**config.mk**
```make
export PLATFORM = sky130hd
export DESIGN_NAME = midi_message_parser
export DESIGN_NICKNAME = d
export VERILOG_FILES = /design/src/rtl/midi_message_parser.sv
export SDC_FILE = /design/constraint.sdc
export NUM_CORES = 1
export LEC_CHECK = 0
export CAP_MARGIN = 20
export CORE_AREA = 2 2 58 60
export CTS_CLUSTER_SIZE = 10
export DETAILED_ROUTE_END_ITERATION = 12
export DIE_AREA = 0 0 60 62
export GPL_ROUTABILITY_DRIVEN = 0
export HOLD_SLACK_MARGIN = 0.03
export PLACE_DENSITY = 0.78
export SLEW_MARGIN = 30
export SYNTH_ARGS = -nofsm -noshare
export SYNTH_HDL_FRONTEND = slang
export SYNTH_SLANG_ARGS = --single-unit
export TNS_END_PERCENT = 10
```
**constraint.sdc**
```tcl
create_clock -name clk_100MHz -period 4.6 [get_ports clk_100MHz]
set_input_delay 0.46 -clock clk_100MHz [delete_from_list [all_inputs] [get_ports clk_100MHz]]
set_output_delay 0.46 -clock clk_100MHz [all_outputs]
set_load 0.1 [all_outputs]
```
**src/rtl/midi_message_parser.sv**
```systemverilog
// midi_message_parser: MIDI 1.0 byte stream to note events, with running status and channel filter.
// Optional MIDI_NOTE_OFF_EN: note-off messages emit an event with velocity 0.
module midi_message_parser #(
    parameter int unsigned CHANNEL = 9,
    parameter bit          OMNI    = 1'b0
) (
    input  logic       clk_100MHz,
    input  logic       rst,
    input  logic [7:0] rx_byte,
    input  logic       rx_valid,
    output logic [6:0] midi_key,
    output logic [6:0] midi_velocity,
    output logic       midi_valid,
    output logic       parse_error
);
    typedef enum logic [2:0] {NO_STATUS, WAIT_D1, WAIT_D2, SYSEX, SKIP_N} state_t;
    localparam logic [3:0] CH = CHANNEL[3:0];
    state_t     state_q;
    logic [7:0] status_q;
    logic [1:0] skip_q;
    logic [6:0] d1_q, key_q, vel_q;
    logic       valid_q, err_q;
    logic       is_rt, is_chan, is_data, two_byte, match, complete, note_on, note_off;
    logic       emit_d, err_d;
    logic [6:0] vel_d;
    always_comb begin
        is_rt    = rx_byte[7:3] == 5'b11111;
        is_chan  = rx_byte[7] && rx_byte[7:4] != 4'hF;
        is_data  = !rx_byte[7];
        two_byte = status_q[7:4] != 4'hC && status_q[7:4] != 4'hD;
        match    = OMNI || status_q[3:0] == CH;
        complete = rx_valid && is_data && state_q == WAIT_D2;
        note_on  = match && status_q[7:4] == 4'h9 && rx_byte[6:0] != 7'd0;
        note_off = match && (status_q[7:4] == 4'h8 || (status_q[7:4] == 4'h9 && rx_byte[6:0] == 7'd0));
`ifdef MIDI_NOTE_OFF_EN
        emit_d   = complete && (note_on || note_off);
`else
        emit_d   = complete && note_on;
`endif
        vel_d    = note_on ? rx_byte[6:0] : 7'd0;
        // a new channel status while D1 is held means the previous message was truncated
        err_d    = rx_valid && ((is_chan && state_q == WAIT_D2) || (is_data && state_q == NO_STATUS));
    end
    always_ff @(posedge clk_100MHz or posedge rst) begin
        if (rst) begin
            state_q  <= NO_STATUS;
            status_q <= '0;
            skip_q   <= '0;
            d1_q     <= '0;
            key_q    <= '0;
            vel_q    <= '0;
            valid_q  <= 1'b0;
            err_q    <= 1'b0;
        end else begin
            valid_q <= emit_d;
            err_q   <= err_d;
            if (emit_d) begin
                key_q <= d1_q;
                vel_q <= vel_d;
            end
            if (rx_valid && !is_rt) begin
                if (is_chan) begin
                    status_q <= rx_byte;
                    state_q  <= WAIT_D1;
                end else if (!is_data) begin
                    status_q <= '0;
                    skip_q   <= rx_byte == 8'hF2 ? 2'd2 : 2'd1;
                    state_q  <= rx_byte == 8'hF0 ? SYSEX :
                                rx_byte inside {8'hF1, 8'hF2, 8'hF3} ? SKIP_N : NO_STATUS;
                end else begin
                    case (state_q)
                        WAIT_D1: begin
                            d1_q    <= rx_byte[6:0];
                            state_q <= two_byte ? WAIT_D2 : WAIT_D1;
                        end
                        WAIT_D2: state_q <= WAIT_D1;
                        SKIP_N: begin
                            skip_q  <= skip_q - 2'd1;
                            state_q <= skip_q == 2'd1 ? NO_STATUS : SKIP_N;
                        end
                        default: state_q <= state_q;
                    endcase
                end
            end
        end
    end
    assign midi_key      = key_q;
    assign midi_velocity = vel_q;
    assign midi_valid    = valid_q;
    assign parse_error   = err_q;
endmodule

```
==> report_table.html, run 1 <==
<table>
<tr><th>Metric</th><th>Value</th></tr>
<tr><th colspan="2">Synthesis</th></tr>
<tr><td>Gate Count Post-Synth</td><td>132</td></tr>
<tr><td>Total number of yosys warnings</td><td>0</td></tr>
<tr><td>Top cell type by total area after synthesis</td><td>sky130_fd_sc_hd__dfrtp_1</td></tr>
<tr><td>Most common flop cell mapped by yosys</td><td>sky130_fd_sc_hd__dfrtp_1</td></tr>
<tr><td>Async S/R FF share, synth</td><td>1.000</td></tr>
<tr><td>Fraction of the yosys area taken by sequential cells</td><td>0.5369</td></tr>
<tr><td>Total of flip-flops plus latches after synthesis</td><td>36</td></tr>
<tr><td>Most instantiated cells after synthesis</td><td>sky130_fd_sc_hd__dfrtp_1 (36), sky130_fd_sc_hd__mux2_2 (11), sky130_fd_sc_hd__mux2_4 (10), sky130_fd_sc_hd__a22o_1 (7), sky130_fd_sc_hd__nor2b_1 (7)</td></tr>
<tr><td>Fraction of post-synthesis cell area in the top cell type by area</td><td>0.5369</td></tr>
<tr><td>Biggest area contributors in the synthesized netlist</td><td>sky130_fd_sc_hd__dfrtp_1 (54%), sky130_fd_sc_hd__mux2_4 (8.9%), sky130_fd_sc_hd__mux2_2 (7.4%)</td></tr>
<tr><td>Count of unique library cells instantiated by Yosys</td><td>38</td></tr>
<tr><td>Post-Synthesis Net Count</td><td>~140</td></tr>
<tr><td>Number of enable flip-flop cells after synthesis</td><td>0</td></tr>
<tr><td>Combined area of all synthesized cells</td><td>between 1500 and 2000 µm²</td></tr>
<tr><td>Mean post-synth cell area</td><td>12.71 µm²</td></tr>
<tr><td>Cell with the most instances after synthesis</td><td>sky130_fd_sc_hd__dfrtp_1</td></tr>
<tr><th colspan="2">GRT</th></tr>
<tr><td>Number of antenna violations at the first check in global routing</td><td>0</td></tr>
<tr><td>Global-route wire length before repair</td><td>between 5 and 6 mm</td></tr>
<tr><td>All-layer global routing usage</td><td>0.2182</td></tr>
<tr><td>Pin count of the biggest net entering global routing</td><td>37</td></tr>
<tr><td>Grt ovf</td><td>0</td></tr>
<tr><td>Number of global-route vias before repair</td><td>~1,200</td></tr>
<tr><th colspan="2">Detailed routing</th></tr>
<tr><td>Routed length per placed instance</td><td>roughly 16 µm</td></tr>
<tr><td>Routed Wire Length</td><td>~3.4 mm</td></tr>
<tr><td>Initial DRC Count</td><td>77</td></tr>
<tr><td>Count of vias placed by the detailed router</td><td>1,179</td></tr>
<tr><td>Via density per instance</td><td>5.668</td></tr>
<tr><td>Number of DRC violations after detailed routing</td><td>0</td></tr>
<tr><td>Number of iterations in the first detailed-routing pass</td><td>4</td></tr>
<tr><td>Antenna Nets Post-Route</td><td>0</td></tr>
<tr><th colspan="2">Floorplanning</th></tr>
<tr><td>Full die area</td><td>~3700 µm²</td></tr>
<tr><td>DIE WIDTH</td><td>60 µm</td></tr>
<tr><td>Height of the die</td><td>slightly above 60 µm</td></tr>
<tr><td>Num ports</td><td>27</td></tr>
<tr><td>Core footprint</td><td>between 3000 and 4000 µm²</td></tr>
<tr><td>Starting utilization of the core area</td><td>0.5277</td></tr>
<tr><td># rows</td><td>21</td></tr>
<tr><th colspan="2">Setup path</th></tr>
<tr><td>Largest fanout on the critical path</td><td>18</td></tr>
<tr><td>Reg2reg start</td><td>status_q[6]</td></tr>
<tr><td>Slack of the worst reg-to-reg path</td><td>2470 ps</td></tr>
<tr><td>Sort of element at the end of the critical path</td><td>flop</td></tr>
<tr><td>Reg2Reg Capture Point</td><td>midi_key[2]</td></tr>
<tr><td>Cell count of the worst reg-to-reg path</td><td>5</td></tr>
<tr><td>CP arrival</td><td>approximately 2900 ps</td></tr>
<tr><td>Required time reported for the critical path endpoint</td><td>about 4800 ps</td></tr>
<tr><td>Nature of the critical path startpoint</td><td>input port</td></tr>
<tr><td>Category of the most critical setup path</td><td>in2reg</td></tr>
<tr><th colspan="2">STA</th></tr>
<tr><td>Setup violations, final</td><td>0</td></tr>
<tr><td>Number of max-slew violations in the final report</td><td>0</td></tr>
<tr><td>Final-report hold violation count</td><td>0</td></tr>
<tr><td>Worst slew margin relative to its limit</td><td>0.3498</td></tr>
<tr><td>Worst clock skew</td><td>between 9 and 10 ps</td></tr>
<tr><td>Post-route fraction of the period consumed by the critical path</td><td>0.5721</td></tr>
<tr><td>Highest attainable clock frequency</td><td>about 0.38 GHz</td></tr>
<tr><td>Unrepaired setup endpoints after global routing</td><td>false</td></tr>
<tr><td>Total negative slack</td><td>0 ps</td></tr>
<tr><td>Transition at the pin with the smallest max-transition slack</td><td>between 900 and 1000 ps</td></tr>
<tr><td>Clock period minus worst slack</td><td>approximately 2600 ps</td></tr>
<tr><th colspan="2">Run status</th></tr>
<tr><td>Outcome</td><td>finished clean</td></tr>
<tr><th colspan="2">Clocking</th></tr>
<tr><td>Number of levels in the clock H-tree</td><td>2</td></tr>
<tr><td>Total number of clock tree sinks</td><td>36</td></tr>
<tr><td>Clock tree from TritonCTS</td><td>built</td></tr>
<tr><td>Total clock buffers created by CTS</td><td>5</td></tr>
<tr><td>CTS Buffer Depth</td><td>2</td></tr>
<tr><td>Root cell of the clock tree</td><td>sky130_fd_sc_hd__clkbuf_4</td></tr>
<tr><td>Count of buffers added by post-CTS timing repair for setup</td><td>0</td></tr>
<tr><td>Clock slew at the register clock pins of the worst setup and hold paths</td><td>approximately 100 ps</td></tr>
<tr><td>Hold buffer count at CTS</td><td>0</td></tr>
<tr><td>Gates resized, CTS repair</td><td>0</td></tr>
<tr><td>Clock insertion delay at the later pin of the skew report</td><td>roughly 350 ps</td></tr>
<tr><th colspan="2">Place</th></tr>
<tr><td>Half-perimeter wire length after detailed placement</td><td>~2.5 mm</td></tr>
<tr><td>Number of input and output port buffers inserted</td><td>26</td></tr>
<tr><td>Number of cells after detailed placement</td><td>200</td></tr>
<tr><td>Placed cell areas</td><td>about 2000 µm²</td></tr>
<tr><th colspan="2">Cells and area</th></tr>
<tr><td>Multi-input gate area in the final layout</td><td>a little over 700 µm²</td></tr>
<tr><td>Combined flip-flop and latch cell area</td><td>~900 µm²</td></tr>
<tr><td>Layout area overhead</td><td>21.10%</td></tr>
<tr><td>Post-Layout Inst Area</td><td>2032 µm²</td></tr>
<tr><td>Fraction of final layout cells sized beyond drive strength 1</td><td>0.2037</td></tr>
<tr><td>Total of fill cells in the finished design</td><td>around 240</td></tr>
<tr><td>Final layout net count</td><td>173</td></tr>
<tr><td>Cell Count, Final, Fillers Out</td><td>about 210</td></tr>
<tr><td>Number of diodes added for antenna fixing</td><td>0</td></tr>
<tr><th colspan="2">Pwr</th></tr>
<tr><td>Post-layout power</td><td>0.8168 mW</td></tr>
<tr><td>Power per standard cell area</td><td>around 400 nW/µm²</td></tr>
<tr><td>Lkg Pwr</td><td>about 0.89 nW</td></tr>
<tr><td>Peak supply drop</td><td>around 0.26 mV</td></tr>
<tr><th colspan="2">Min path</th></tr>
<tr><td>HP Start</td><td>status_q[7]</td></tr>
<tr><td>Endpoint of the worst hold path</td><td>status_q[7]</td></tr>
<tr><td>WHS Path Cells</td><td>1</td></tr>
<tr><td>HP Class</td><td>reg2reg</td></tr>
<tr><th colspan="2">Job</th></tr>
<tr><td># Max-Cap Violations</td><td>0</td></tr>
</table>
## power breakdown
group / internal, mW / switching, mW / total (mW)
Combinational: 0.0958 / 0.113 / 0.208
Sequential: 0.377 / 0.0518 / 0.429
Clock: 0.0748 / 0.105 / 0.180
## flip-flops by register name (all words and copies together) (netlist names)
register / cells
status_q: 8
d1_q: 7
midi_key: 7
midi_velocity: 7
state_q: 3
skip_q: 2
midi_valid: 1
parse_error: 1
## how the worst max path moves through the flow
stage,slack [ps],startpoint,cells past startpoint,to
detailed placement,1610,rx_byte[7],6,midi_key[2]
global route,1880,rx_byte[7],6,midi_key[4]
global placement,1540,rx_byte[7],5,midi_key[4]
CTS,1980,rx_byte[7],6,midi_key[2]
floorplan,2680,rx_byte[7],6,midi_key[0]
finish,1970,rx_byte[7],6,midi_key[2]
## per-stage QoR
stage            util  worst slack [ps]  hold slack (ps)
2_1_floorplan       -              2678            441.9
3_3_place_gp   0.6171              1543            452.5
3_5_place_dp   0.6194              1615            467.6
4_1_cts        0.6391              1980            491.4
5_1_grt        0.6391              1880            521.2
6_report       0.6391              1968            488.6
## cell type report
class                           count  area share
Clock buffer                        7     0.02709
Clock inverter                      1    0.003695
Inverter                            4    0.007389
Multi-Input combinational cell     86      0.3547
Sequential cell                    36      0.4433
Tap cell                           46     0.02833
Timing Repair Buffer               28      0.1355
## critical path, cell delays in order
cell and delay, ps:
sky130_fd_sc_hd__clkdlybuf4s50_1 710, sky130_fd_sc_hd__nor3b_2 300, sky130_fd_sc_hd__nand4b_1 170, sky130_fd_sc_hd__nor4_4 550
sky130_fd_sc_hd__buf_4 310, sky130_fd_sc_hd__mux2_2 360
## layer usage
layer,vias up,global-route usage,part of all wire
met2,46,0.3649,0.49
met5,-,0,0
met3,8,0.07660,0.072
met1,582,0.2642,0.42
li1,543,-,-
met4,0,0.07619,0.016
## kinds of logic after synthesis
family | count (synthesis) | share of synthesized area
fa+ha+maj | 1 | 0.007456
buf+inv | 10 | 0.03355
flops | 36 | 0.5369
xor+xnor | 1 | 0.005221
compound gates | 23 | 0.1066
simple gates | 40 | 0.1469
mux | 21 | 0.1633
## cells in the final DEF (no fill, tap or decap), types with 2 or more instances in the layout
cell type,n
sky130_fd_sc_hd__a211oi_1,2
sky130_fd_sc_hd__a22o_1,7
sky130_fd_sc_hd__a31oi_1,3
sky130_fd_sc_hd__and3_1,4
sky130_fd_sc_hd__buf_4,2
sky130_fd_sc_hd__clkbuf_4,5
sky130_fd_sc_hd__clkdlybuf4s50_1,26
sky130_fd_sc_hd__dfrtp_1,36
sky130_fd_sc_hd__inv_1,4
sky130_fd_sc_hd__mux2_2,11
sky130_fd_sc_hd__mux2_4,10
sky130_fd_sc_hd__nand2_1,5
sky130_fd_sc_hd__nand2b_1,2
sky130_fd_sc_hd__nand3_1,3
sky130_fd_sc_hd__nand4_1,3
sky130_fd_sc_hd__nand4b_1,2
sky130_fd_sc_hd__nor2_1,4
sky130_fd_sc_hd__nor2b_1,7
sky130_fd_sc_hd__nor3_1,4
sky130_fd_sc_hd__o21ai_0,2
Power figures use the tool's default switching activity.
==> inputs of run 2 (changes only) <==
- CORE_AREA: 2 2 58 60 -> 2 2 60 62
- DIE_AREA: 0 0 60 62 -> 0 0 62 64
- PLACE_DENSITY: 0.78 -> 0.73
- clock period: 4.6 -> 2.7 ns (I/O delays scaled with it)
==> run 2 against run 1 <==
  * Via count shrank 1.8%
  * Worst hold slack lost 170 ps
  * Utilization shrank 3.2 points
  * Wire length shrank 1.4%
  * Cell count grew 0.48%
  * Worst setup slack lost 1200 ps
  * Design area shrank 1.9%
  * Global-route usage shrank 2.6 points
  * Die area grew 6.7%
==> report_table.html, run 2 (synthesis gave the netlist of run 1 again) <==
<table>
<tr><th>Metric</th><th>Value</th></tr>
<tr><th colspan="2">Run status</th></tr>
<tr><td>Outcome</td><td>finished clean (unchanged)</td></tr>
<tr><th colspan="2">Cells and area</th></tr>
<tr><td>Number of diodes added for antenna fixing</td><td>0 (unchanged)</td></tr>
<tr><td>Fraction of final layout cells sized beyond drive strength 1</td><td>0.3129 (was 0.2037)</td></tr>
<tr><td>Most flops, register</td><td>status_q (unchanged)</td></tr>
<tr><td>Cell Count, Final, Fillers Out</td><td>209 (was 208)</td></tr>
<tr><td>Most frequent standard cell in the layout excluding fill and tap cells</td><td>sky130_fd_sc_hd__dfrtp_1 (unchanged)</td></tr>
<tr><td>Total of fill cells in the finished design</td><td>281 (was 242)</td></tr>
<tr><td>Final layout net count</td><td>174 (was 173)</td></tr>
<tr><td>Max FFs per register</td><td>8 (unchanged)</td></tr>
<tr><td>Layout area overhead</td><td>18.79% (was 21.10%)</td></tr>
<tr><td>Top library cells by usage in the layout, fill and taps aside</td><td>sky130_fd_sc_hd__dfrtp_1 (36), sky130_fd_sc_hd__buf_4 (19), sky130_fd_sc_hd__mux2_2 (11), sky130_fd_sc_hd__mux2_4 (10), sky130_fd_sc_hd__clkdlybuf4s50_1 (10) (was sky130_fd_sc_hd__dfrtp_1 (36), sky130_fd_sc_hd__clkdlybuf4s50_1 (26), sky130_fd_sc_hd__mux2_2 (11), sky130_fd_sc_hd__mux2_4 (10))</td></tr>
<tr><th colspan="2">Clocking</th></tr>
<tr><td>Total clock buffers created by CTS</td><td>5 (unchanged)</td></tr>
<tr><td>Hold buffer count at CTS</td><td>0 (unchanged)</td></tr>
<tr><td>Root cell of the clock tree</td><td>sky130_fd_sc_hd__clkbuf_4 (unchanged)</td></tr>
<tr><td>Number of levels in the clock H-tree</td><td>2 (unchanged)</td></tr>
<tr><td>Clock insertion delay at the later pin of the skew report</td><td>340 ps (was 350 ps)</td></tr>
<tr><td>Clock slew at the register clock pins of the worst setup and hold paths</td><td>120 ps (was 100 ps)</td></tr>
<tr><td>Total number of clock tree sinks</td><td>36 (unchanged)</td></tr>
<tr><td>Clock tree from TritonCTS</td><td>built (unchanged)</td></tr>
<tr><td>Count of buffers added by post-CTS timing repair for setup</td><td>0 (unchanged)</td></tr>
<tr><td>Gates resized, CTS repair</td><td>0 (unchanged)</td></tr>
<tr><td>CTS Buffer Depth</td><td>2 (unchanged)</td></tr>
<tr><th colspan="2">Detailed routing</th></tr>
<tr><td>Antenna Nets Post-Route</td><td>0 (unchanged)</td></tr>
<tr><td>Number of iterations in the first detailed-routing pass</td><td>4 (unchanged)</td></tr>
<tr><td>Routed length per placed instance</td><td>15.96 µm (was 16.25 µm)</td></tr>
<tr><td>Initial DRC Count</td><td>71 (was 77)</td></tr>
<tr><td>Routed Wire Length</td><td>3.335 mm (was 3.381 mm)</td></tr>
<tr><td>Count of vias placed by the detailed router</td><td>1,158 (was 1,179)</td></tr>
<tr><td>Via density per instance</td><td>5.541 (was 5.668)</td></tr>
<tr><td>Number of DRC violations after detailed routing</td><td>0 (unchanged)</td></tr>
<tr><th colspan="2">Pwr</th></tr>
<tr><td>Share of power burned in registers</td><td>0.533 (was 0.525)</td></tr>
<tr><td>Power dissipated by switching net loads</td><td>0.4605 mW (was 0.2693 mW)</td></tr>
<tr><td>Post-layout power</td><td>1.363 mW (was 0.8168 mW)</td></tr>
<tr><td>Part of the total power dissipated in the clock network</td><td>0.210 (was 0.220)</td></tr>
<tr><td>Power per standard cell area</td><td>683.9 nW/µm² (was 402.0 nW/µm²)</td></tr>
<tr><td>P_int</td><td>0.9027 mW (was 0.5475 mW)</td></tr>
<tr><td>Logic pwr share</td><td>0.258 (was 0.255)</td></tr>
<tr><td>Sw Share</td><td>0.3378 (was 0.3297)</td></tr>
<tr><td>Lkg Pwr</td><td>0.9304 nW (was 0.8895 nW)</td></tr>
<tr><td>Peak supply drop</td><td>0.3646 mV (was 0.2572 mV)</td></tr>
<tr><th colspan="2">Floorplanning</th></tr>
<tr><td># rows</td><td>21 (unchanged)</td></tr>
<tr><td>DIE WIDTH</td><td>62 µm (was 60 µm)</td></tr>
<tr><td>Num ports</td><td>27 (unchanged)</td></tr>
<tr><td>Starting utilization of the core area</td><td>0.5109 (was 0.5277)</td></tr>
<tr><td>Height of the die</td><td>64 µm (was 62 µm)</td></tr>
<tr><td>Full die area</td><td>3968 µm² (was 3720 µm²)</td></tr>
<tr><td>Core footprint</td><td>3284 µm² (was 3179 µm²)</td></tr>
<tr><th colspan="2">STA</th></tr>
<tr><td>Highest attainable clock frequency</td><td>~0.53 GHz</td></tr>
<tr><td>Unrepaired setup endpoints after global routing</td><td>false (unchanged)</td></tr>
<tr><td>Clock period minus worst slack</td><td>approximately 1900 ps</td></tr>
<tr><td>Transition at the pin with the smallest max-transition slack</td><td>637.6 ps (was 972.3 ps)</td></tr>
<tr><td>Crit path setup slack, layout</td><td>809.9 ps (was 1968 ps)</td></tr>
<tr><td>Worst clock skew</td><td>8.784 ps (was 9.400 ps)</td></tr>
<tr><td>Total negative slack</td><td>0 ps (unchanged)</td></tr>
<tr><td>Worst slew margin relative to its limit</td><td>0.5731 (was 0.3498)</td></tr>
<tr><td>Number of max-slew violations in the final report</td><td>0 (unchanged)</td></tr>
<tr><td>Final-report hold violation count</td><td>0 (unchanged)</td></tr>
<tr><td>Setup violations, final</td><td>0 (unchanged)</td></tr>
<tr><td>Post-route fraction of the period consumed by the critical path</td><td>0.7000</td></tr>
<tr><th colspan="2">GRT</th></tr>
<tr><td>Pin count of the biggest net entering global routing</td><td>37 (unchanged)</td></tr>
<tr><td>All-layer global routing usage</td><td>0.1925 (was 0.2182)</td></tr>
<tr><td>Number of antenna violations at the first check in global routing</td><td>0 (unchanged)</td></tr>
<tr><td>Number of global-route vias before repair</td><td>1,200 (was 1,219)</td></tr>
<tr><td>Grt ovf</td><td>0 (unchanged)</td></tr>
<tr><td>Global-route wire length before repair</td><td>5.540 mm (was 5.768 mm)</td></tr>
<tr><th colspan="2">Setup path</th></tr>
<tr><td>Reg2reg start</td><td>status_q[6] (unchanged)</td></tr>
<tr><td>Crit-path slowest cell</td><td>sky130_fd_sc_hd__clkdlybuf4s50_1 (unchanged)</td></tr>
<tr><td>Category of the most critical setup path</td><td>in2reg (unchanged)</td></tr>
<tr><td>Series of cell instances along the critical path</td><td>clkdlybuf4s50_1 -&gt; nor2_1 -&gt; and3_1 -&gt; nor4_4 -&gt; buf_4 -&gt; mux2_2 (was clkdlybuf4s50_1 -&gt; nor3b_2 -&gt; nand4b_1 -&gt; nor4_4 -&gt; buf_4 -&gt; mux2_2)</td></tr>
<tr><td>Nature of the critical path startpoint</td><td>input port (unchanged)</td></tr>
<tr><td>Critical path launch point</td><td>rx_byte[3] (was rx_byte[7])</td></tr>
<tr><td>CP arrival</td><td>2120 ps (was 2860 ps)</td></tr>
<tr><td>Sort of element at the end of the critical path</td><td>flop (unchanged)</td></tr>
<tr><td>Largest fanout on the critical path</td><td>14 (was 18)</td></tr>
<tr><td>Required time reported for the critical path endpoint</td><td>2930 ps (was 4830 ps)</td></tr>
<tr><td>Delay of the slowest cell on the worst path</td><td>590 ps (was 710 ps)</td></tr>
<tr><th colspan="2">Min path</th></tr>
<tr><td>HP Class</td><td>in2async (was reg2reg)</td></tr>
<tr><th colspan="2">Place</th></tr>
<tr><td>Worst slack at placement</td><td>447.2 ps (was 1615 ps)</td></tr>
<tr><td>Half-perimeter wire length after detailed placement</td><td>2.406 mm (was 2.509 mm)</td></tr>
<tr><td>Number of input and output port buffers inserted</td><td>26 (unchanged)</td></tr>
<tr><td>Number of cells after detailed placement</td><td>201 (was 200)</td></tr>
<tr><th colspan="2">Job</th></tr>
<tr><td># Max-Cap Violations</td><td>0 (unchanged)</td></tr>
</table>
==> run 2: layout make-up <==
class                   count  area, µm²  share of cell area
clock inverters             3      18.77            0.009416
well taps                  46      57.56             0.02888
repair buffers             29      242.7              0.1218
multi-input cells          86      720.7              0.3616
inverters                   4      15.01            0.007533
flip-flops and latches     36      900.9              0.4520
clock buffers               5      37.54             0.01883
==> run 2: metal layers <==
layer  vias up  track usage  routed length (µm)
li1        546            -                   -
met1       564       0.2632                1436
met2        42       0.2917                1646
met3         6      0.03644                 205
met4         0      0.08511                  47
met5         -            0                   0
==> run 2: path summary, 6_finish.rpt <==
path,depth (start not counted),to,slack (ps)
setup / recovery,6,midi_key[5],810
hold / removal,3,midi_key[1],320
setup reg to reg,5,midi_key[5],880
hold reg to reg,1,status_q[7],490
max in group asynchronous,3,d1_q[3],2060
min in group clk_100MHz,1,status_q[7],490
==> run 2: critical path: cells and delay by family <==
family	cells	cell delay [ps]
buffers and inverters	2	880
AND/OR/NAND/NOR	3	600
multiplexers	1	360
==> run 2: per-stage QoR <==
stage,cell area (µm²),util,hold WS (ps)
after detailed placement,1937,0.5897,467.3
after global routing,1993,0.6069,386.4
after floorplan,1678,-,409.9
after global placement,1937,0.5897,451.8
after CTS,1993,0.6069,329.1
final,1993,0.6069,316.0
==> run 2: power by group through the flow <==
stage	combinational [mW]	clock (mW)	sequential (mW)
after floorplan	0.248	0	0.749
after global placement	0.344	0	0.729
after detailed placement	0.351	0	0.738
after CTS	0.353	0.297	0.726
after global routing	0.384	0.321	0.745
final	0.352	0.286	0.726
